**src/rtl/lvt_pkg.sv**
```systemverilog
// ============================================================================
// Module  : lvt_pkg
// Purpose : Shared definitions for the live-value-table block. Provides the
//           ceil-log2 helper, the entry-width derivation and the FSM state enum.
// Ports   : none (package)
// Revision: 1.0 - initial release
// ============================================================================
`default_nettype none

package lvt_pkg;

    // Ceiling log2. Returns 0 for values of 0 or 1.
    function automatic int clog2(input int value);
        int r;
        int v;
        r = 0;
        v = value - 1;
        while (v > 0) begin
            r = r + 1;
            v = v >> 1;
        end
        return r;
    endfunction

    // Width of one table entry (the bank number). It is never narrower than one bit.
    function automatic int bank_w(input int num_wr);
        return (num_wr < 2) ? 1 : clog2(num_wr);
    endfunction

    typedef enum logic [0:0] {
        ST_CLEAR = 1'b0,
        ST_RUN   = 1'b1
    } lvt_state_e;

endpackage

`default_nettype wire

```
**src/rtl/lvt_write_arbiter.sv**
```systemverilog
// ============================================================================
// Module  : lvt_write_arbiter
// Purpose : Resolves same-address writes among the write ports. The
//           highest-index enabled port wins. Lower-index ports that target the
//           same address are masked. A conflict flag is raised whenever two or
//           more enabled ports share an address.
// Ports   : i_we         - per-port write enable
//           i_write_addr - packed write addresses, port i at [i*ADDR_W +: ADDR_W]
//           o_eff_we     - per-port enable after priority masking
//           o_conflict   - combinational same-address multi-write flag
// Revision: 1.0 - initial release
// ============================================================================
`default_nettype none

module lvt_write_arbiter
    import lvt_pkg::*;
#(
    parameter int ADDR_W = 5,
    parameter int NUM_WR = 2
) (
    input  logic [NUM_WR-1:0]        i_we,
    input  logic [NUM_WR*ADDR_W-1:0] i_write_addr,
    output logic [NUM_WR-1:0]        o_eff_we,
    output logic                     o_conflict
);

    // Each pair is checked once. When a pair collides, the lower index is the loser.
    always_comb begin
        o_eff_we   = i_we;
        o_conflict = 1'b0;
        for (int i = 0; i < NUM_WR; i++) begin
            for (int j = i + 1; j < NUM_WR; j++) begin
                if (i_we[i] && i_we[j] &&
                    (i_write_addr[i*ADDR_W +: ADDR_W] == i_write_addr[j*ADDR_W +: ADDR_W])) begin
                    o_eff_we[i] = 1'b0;
                    o_conflict  = 1'b1;
                end
            end
        end
    end

endmodule

`default_nettype wire

```
**src/rtl/lvt_multiport.sv**
```systemverilog
// ============================================================================
// Module  : lvt_multiport
// Purpose : Live-value table for a multi-ported banked memory. Each entry
//           records which write port (bank) last wrote that address. After
//           reset, a clear sweep sets every entry to bank 0. The block then
//           serves NUM_WR writes and NUM_RD registered reads per cycle.
// Ports   : clock      - sole clock, rising edge
//           reset      - synchronous, active-high
//           we         - per-port write enable
//           write_addr - packed write addresses
//           read_addr  - packed read addresses
//           read_bank  - registered live bank per read port
//           busy       - high during the clear sweep
//           conflict   - registered pulse after a same-address multi-write
// Revision: 1.0 - initial release
// ============================================================================
`default_nettype none

module lvt_multiport
    import lvt_pkg::*;
#(
    parameter int  ADDR_W = 5,
    parameter int  NUM_WR = 2,
    parameter int  NUM_RD = 4,
    parameter int  BYPASS = 0,
    localparam int BANK_W = bank_w(NUM_WR)
) (
    input  logic                     clock,
    input  logic                     reset,
    input  logic [NUM_WR-1:0]        we,
    input  logic [NUM_WR*ADDR_W-1:0] write_addr,
    input  logic [NUM_RD*ADDR_W-1:0] read_addr,
    output logic [NUM_RD*BANK_W-1:0] read_bank,
    output logic                     busy,
    output logic                     conflict
);

    localparam int              DEPTH      = 2 ** ADDR_W;
    localparam logic [ADDR_W-1:0] LAST_ENTRY = ADDR_W'(DEPTH - 1);

    lvt_state_e                state_q, state_d;
    logic [ADDR_W-1:0]         clr_cnt_q, clr_cnt_d;
    logic [BANK_W-1:0]         mem_q [DEPTH];
    logic [BANK_W-1:0]         mem_d [DEPTH];
    logic [NUM_RD*BANK_W-1:0]  read_bank_q, read_bank_d;
    logic                      conflict_q, conflict_d;

    logic [NUM_WR-1:0]         eff_we;
    logic                      arb_conflict;
    logic                      run;

    assign run = (state_q == ST_RUN);

    lvt_write_arbiter #(
        .ADDR_W (ADDR_W),
        .NUM_WR (NUM_WR)
    ) u_arbiter (
        .i_we         (we),
        .i_write_addr (write_addr),
        .o_eff_we     (eff_we),
        .o_conflict   (arb_conflict)
    );

    // The sweep counter wraps to 0 on the same edge that leaves CLEAR. RUN is
    // sticky until reset.
    always_comb begin
        state_d   = state_q;
        clr_cnt_d = clr_cnt_q;
        if (state_q == ST_CLEAR) begin
            clr_cnt_d = clr_cnt_q + ADDR_W'(1);
            if (clr_cnt_q == LAST_ENTRY) begin
                state_d = ST_RUN;
            end
        end
    end

    // Storage update. Reset blocks every write. This drops pending RUN writes,
    // and the sweep restarts anyway. The arbiter guarantees at most one
    // effective writer per address, so loop order does not matter.
    always_comb begin
        mem_d = mem_q;
        if (!reset) begin
            if (state_q == ST_CLEAR) begin
                mem_d[clr_cnt_q] = '0;
            end else begin
                for (int i = 0; i < NUM_WR; i++) begin
                    if (eff_we[i]) begin
                        mem_d[write_addr[i*ADDR_W +: ADDR_W]] = BANK_W'(i);
                    end
                end
            end
        end
    end

    // Read path. The pre-write entry is returned unless forwarding is enabled.
    // With forwarding, only the winning writer for an address can match, since
    // losers are already masked in eff_we.
    always_comb begin
        read_bank_d = '0;
        conflict_d  = run & arb_conflict;
        if (run) begin
            for (int j = 0; j < NUM_RD; j++) begin
                read_bank_d[j*BANK_W +: BANK_W] = mem_q[read_addr[j*ADDR_W +: ADDR_W]];
                if (BYPASS != 0) begin
                    for (int i = 0; i < NUM_WR; i++) begin
                        if (eff_we[i] &&
                            (write_addr[i*ADDR_W +: ADDR_W] == read_addr[j*ADDR_W +: ADDR_W])) begin
                            read_bank_d[j*BANK_W +: BANK_W] = BANK_W'(i);
                        end
                    end
                end
            end
        end
    end

    always_ff @(posedge clock) begin
        if (reset) begin
            state_q     <= ST_CLEAR;
            clr_cnt_q   <= '0;
            read_bank_q <= '0;
            conflict_q  <= 1'b0;
        end else begin
            state_q     <= state_d;
            clr_cnt_q   <= clr_cnt_d;
            read_bank_q <= read_bank_d;
            conflict_q  <= conflict_d;
        end
    end

    // The table has no reset. Its contents are established by the sweep.
    always_ff @(posedge clock) begin
        mem_q <= mem_d;
    end

    assign read_bank = read_bank_q;
    assign busy      = (state_q == ST_CLEAR);
    assign conflict  = conflict_q;

endmodule

`default_nettype wire

```
**config.mk**
```make
export PLATFORM = sky130hd
export DESIGN_NAME = lvt_multiport
export DESIGN_NICKNAME = d
export VERILOG_FILES = /design/src/rtl/lvt_pkg.sv /design/src/rtl/lvt_write_arbiter.sv /design/src/rtl/lvt_multiport.sv
export SDC_FILE = /design/constraint.sdc
export NUM_CORES = 1
export LEC_CHECK = 0
export BUFFER_PORTS_ARGS = -buffer_cell sky130_fd_sc_hd__buf_2
export CORE_MARGIN = 4
export CORE_UTILIZATION = 55
export CTS_CLUSTER_DIAMETER = 100
export DETAILED_ROUTE_END_ITERATION = 6
export PLACE_DENSITY = 0.87
export SLEW_MARGIN = 30
export SYNTH_ARGS = -nofsm -noshare
export SYNTH_HDL_FRONTEND = slang
export SYNTH_SLANG_ARGS = --single-unit
export TNS_END_PERCENT = 30
```
**constraint.sdc**
```tcl
create_clock -name clock -period 1.65 [get_ports clock]
set_input_delay 0.165 -clock clock [delete_from_list [all_inputs] [get_ports clock]]
set_output_delay 0.165 -clock clock [all_outputs]
set_load 0.01 [all_outputs]
```
# Word level (Yosys, flattened, before mapping)

Cells that the tools add are included.

$add $sub $neg: 1
Magnitude comparators: 10
Equal/unequal tests: 2
Mux-type cells: 27
Bitwise gates (word level): 14
Reductions and logical operators: 6

Operator list:

| operator              | number |
|---|---|
| $mux W32              | 5 |
| $and A32 B32 Y32      | 2 |
| $not A32 Y32          | 2 |
| $ge A6 B6 Y1 const B  | 7 |
| $not A5 Y6            | 7 |
| $or A32 B32 Y32       | 1 |
| $bmux W1 S5           | 4 |
| $lt A6 B1 Y1 const B  | 3 |
| $demux W1 S5          | 3 |
| $mux W1               | 15 |
| $add A5 B1 Y5 const B | 1 |
| $eq A5 B5 Y1          | 1 |
| $eq A5 B5 Y1 const B  | 1 |
| $logic_and A1 B1 Y1   | 5 |
| $reduce_or A2 Y1      | 1 |
| $and A1 B1 Y1         | 1 |
| $not A1 Y1            | 1 |

Register bits after elaboration: 43
Output and inout bits: 6
Logic and storage cells: 96

# Logic depth before layout (Yosys ltp)

Word-level depth: 13
Depth in mapped cells: 7
Mapped depth without buffers: 6

# Cells and area by module

From an unflattened synthesis, not the netlist that was laid out.

Cell total of the unflattened synthesis: 318
Area, all modules: 3623.5 µm²

Modules (own cells, without submodules):

| module            | times used | cells an instance | area an instance (µm²) | sequential area each (µm²) |
|---|---|---|---|---|
| lvt_multiport     | 1          | 308               | 3540.9                 | 1181.1 |
| lvt_write_arbiter | 1          | 10                | 82.6                   | 0.0 |

# Worst setup path after synthesis

Ideal clock, no wire load.

Path type: reg-to-reg
From: register state_q, in the netlist run
To: register mem_q[30] in the netlist's numbering, data pin
Library setup time: 0.279 ns
Data arrival time: 1.447 ns
Required time: 1.371 ns
Path slack: -0.075 ns
Cell stages (with the launch flop): 6
Buffers on the path: 4
Period minus slack after synthesis: 1.725 ns
Cell sequence: dfxtp_1 clkbuf_1 clkbuf_1 buf_1 buf_1 a31oi_1

Longest elaborated chain between the ends: 1

RTL lines:

| what                   | line                 | RTL |
|---|---|---|
| from (decl)            | lvt_multiport.sv:41  | `lvt_state_e state_q, state_d;` |
| from (signal assigned) | lvt_multiport.sv:123 | `state_q <= state_d;` |
| $mux W32               | lvt_multiport.sv:83  | `if (state_q == ST_CLEAR) begin` |
| to (signal assigned)   | lvt_multiport.sv:132 | `mem_q <= mem_d;` |
| to (decl)              | lvt_multiport.sv:43  | `logic [BANK_W-1:0] mem_q [DEPTH];` |

No other way between the ends.
A chain may end at the register's enable or synchronous reset.

# Final worst setup path

From: register mem_q[26] in the netlist's numbering
To: register read_bank_q[3], in the netlist read_bank[3]

Longest elaborated chain between the ends: 3

RTL lines:

| what                                       | line                 | RTL |
|---|---|---|
| $bmux W1 S5                                | lvt_multiport.sv:103 | `read_bank_d[j*BANK_W +: BANK_W] = mem_q[read_addr[j*ADDR_W +: ADDR_W]];` |
| $mux W1 (not written as such) (2 in a row) | lvt_multiport.sv:103 |  |
| to (signal assigned)                       | lvt_multiport.sv:125 | `read_bank_q <= read_bank_d;` |
| to (decl)                                  | lvt_multiport.sv:45  | `logic [NUM_RD*BANK_W-1:0] read_bank_q, read_bank_d;` |

No other way between the ends. The select of a mux whose other input is x is not followed.

==> impl_metrics.toml <==
[route]
wl_per_cell_um = 22.4
dr.first_iter.drc_count = 665
dr.pass1.iters = 6
vias_per_cell = 6.97
vias = 4207
wl_um = 13500
drtAntennaViolNets = 0
route.detailed.drc = 0

[setup_path]
r2r_start = "mem_q[26]"
worst_r2r_path_depth = 3
crit_type = "reg2reg"
cp.arrival_ns = 1.89
crit_start = "mem_q[26]"
max_stage_delay_ns = 0.50
crit_chain = "mux4_2 > mux2_4 > o311a_1"
cp_max_fo = 5
cp.required_ns = 1.85
critPathSlowestCell = "edfxtp_1"
worstSetupStartpointType = "register"
crit_path_end_kind = "register"

[yosys]
ys.warnings.count = 0
synth_nets = 471
synth-edff-count = 32
syn_area_um2 = 4140
synthArstFlopShare_pct = 0
synth_flop_cell = "edfxtp_1"
avgSynthCellArea_um2 = 9.58
synth_most_common_cell = "nor2_1"
ys_ff_latch = 43
synth_cells = 432
ys_types = 56
synthTopCellsByCount = "38 x nor2_1, 32 x edfxtp_1, 29 x a21oi_1"
yosysTopAreaCell = "edfxtp_1"
synth_area_leaders = "edfxtp_1 23%, mux4_2 15%, dfxtp_1 5.3%"
synth_top_area_share_pct = 23.2
ys_seq_area_share_pct = 28.5

[global_route]
grtUsageTotal_pct = 31.0
antenna_found_initial = 0
grt-ovfl-total = 0
grt_pass1_wl_um = 21100
grt_max_degree = 31
grt_pass1_vias = 4047

[cells_and_area]
final_util_pct = 68.0
drive_gt1_share_pct = 36.8
final_nets = 543
post_layout_nonfiller_instances = 604
n_antenna_cell = 0
regArea_um2 = 1190
multi_input_comb_area_um2 = 2690
syn_to_final_growth_pct = 19.7
fillers = 601

[status]
status = "finished, violations left"
violations = "negative setup slack"

[worst_hold_path]
hold_class = "in2reg"
hold_depth = 2
min_from = "reset"

[clock_tree]
h-tree-depth = 2
clk_pin_slew_ns = 0.09
clk_path_buf_depth = 2
cts_tree = "built"
cts_buffers = 5
clkLatencyLatePin_ns = 0.31
cts.sinks = 43
clockRootBuffer = "clkbuf_8"

[pwr]
power.leakage_nw = 1.93
power_density_nw_per_um2 = 578
peakVddDrop_mv = 0.340

[placed_design]
gp_congestion = 0.977
portBuffers = 39
place_inst = 590
place_hpwl_um = 10100

[die]
die_area_um2 = 8980
fp.dieW_um = 94.8
start_util_pct = 56.8
io_pins = 40
die_h_um = 94.8
rows = 31
coreArea_um2 = 7290

[timing]
slew_violations = 0
rsz0062_at_grt = "true"
worst_slack_ns = -0.0391
relSlewSlack_pct = 58.5
hold_slack_ns = 0.127
finalCriticalPeriod_ns = 1.69
fmax_mhz = 592
setup_violations = 3
fin_crit_sh_pct = 102
finalSetupTns_ns = -0.0801
fin_skew_ns = 0.00458
hold_violations = 0
tightest_slew_ns = 0.607

[job]
max_cap_viol_count = 0
==> placed cells by master (no fill, tap or decap), types with 6 or more instances in the layout <==
cell      instances
buf_4            67
buf_2            39
nor2_1           38
edfxtp_1         32
a21oi_1          29
mux4_2           28
nand2_1          26
inv_1            24
o21ai_0          12
nand3_1          11
a311o_1          10
mux2i_1          10
nand2b_1          9
a31oi_1           9
a211oi_1          8
nor3_1            8
o211ai_2          7
mux2_2            7
dfxtp_1           7
xor2_1            6
nor2b_1           6
a311oi_1          6
==> power breakdown <==
part	total [mW]	internal [mW]	switching, mW
registers	1.31	1.23	0.0816
clock network	0.680	0.291	0.389
logic	0.875	0.434	0.441
==> state kept, by name, summed over array words and instances (netlist names) <==
register / cells
clr_cnt_q: 5
run: 1
conflict: 1
mem_q: 32
read_bank: 4
==> through the flow <==
stage                     area (um2)  power [mW]  setup slack, ns
after floorplan                 4140        1.83          -0.0540
after global placement          4760        2.10           -0.193
after detailed placement        4760        2.15           -0.230
after CTS                       4880        2.82          -0.0290
after global routing            4960        2.97          -0.0587
final                           4960        2.86          -0.0391
==> path summary, 6_finish.rpt <==
| path | end | slack (ns) |
|---|---|---|
| setup / recovery | read_bank[3] | -0.04 |
| hold / removal | run | 0.13 |
| setup reg to reg | read_bank[3] | -0.04 |
| hold reg to reg | clr_cnt_q[0] | 0.55 |
==> timing repair <==
action,CTS,global route
buffers inserted,2,4
resized for setup,5,12
endpoints found under the setup margin,6,28
pin swaps,0,2
hold buffers,0,0
==> metal layers <==
layer	global-route usage [%]	wire length, um
met5	0	0
met3	7.01	1660
met1	39.4	5020
met2	50.0	6250
met4	15.0	599
==> critical path: cells and delay by family (launching register included) <==
kind	cells	cell delay, ns
flops	1	0.50
mux	2	0.79
compound gates	1	0.29
==> layout make-up <==
cell class	instances	share of cell area (%)
clock inverter	3	0.303
clock buffer	5	1.39
multi-input combinational	319	54.2
inverter	25	1.89
tap	99	2.50
timing repair buffer	110	15.7
sequential	43	24.0
==> cells by family (layout without fill, tap and decap cells) <==
logic type               after synthesis  after routing  synth area share (%)
AO/OA/AOI/OAI                        128            128                  23.4
XOR/XNOR                               8              8                  1.87
adder cells (fa/ha/maj)                5              5                  1.51
buffers and inverters                 70            143                  7.92
flip-flops                            43             43                  28.5
multiplexers                          48             48                  20.4
AND/OR/NAND/NOR                      130            130                  16.4
No activity file was read; power rests on OpenSTA's default activity.
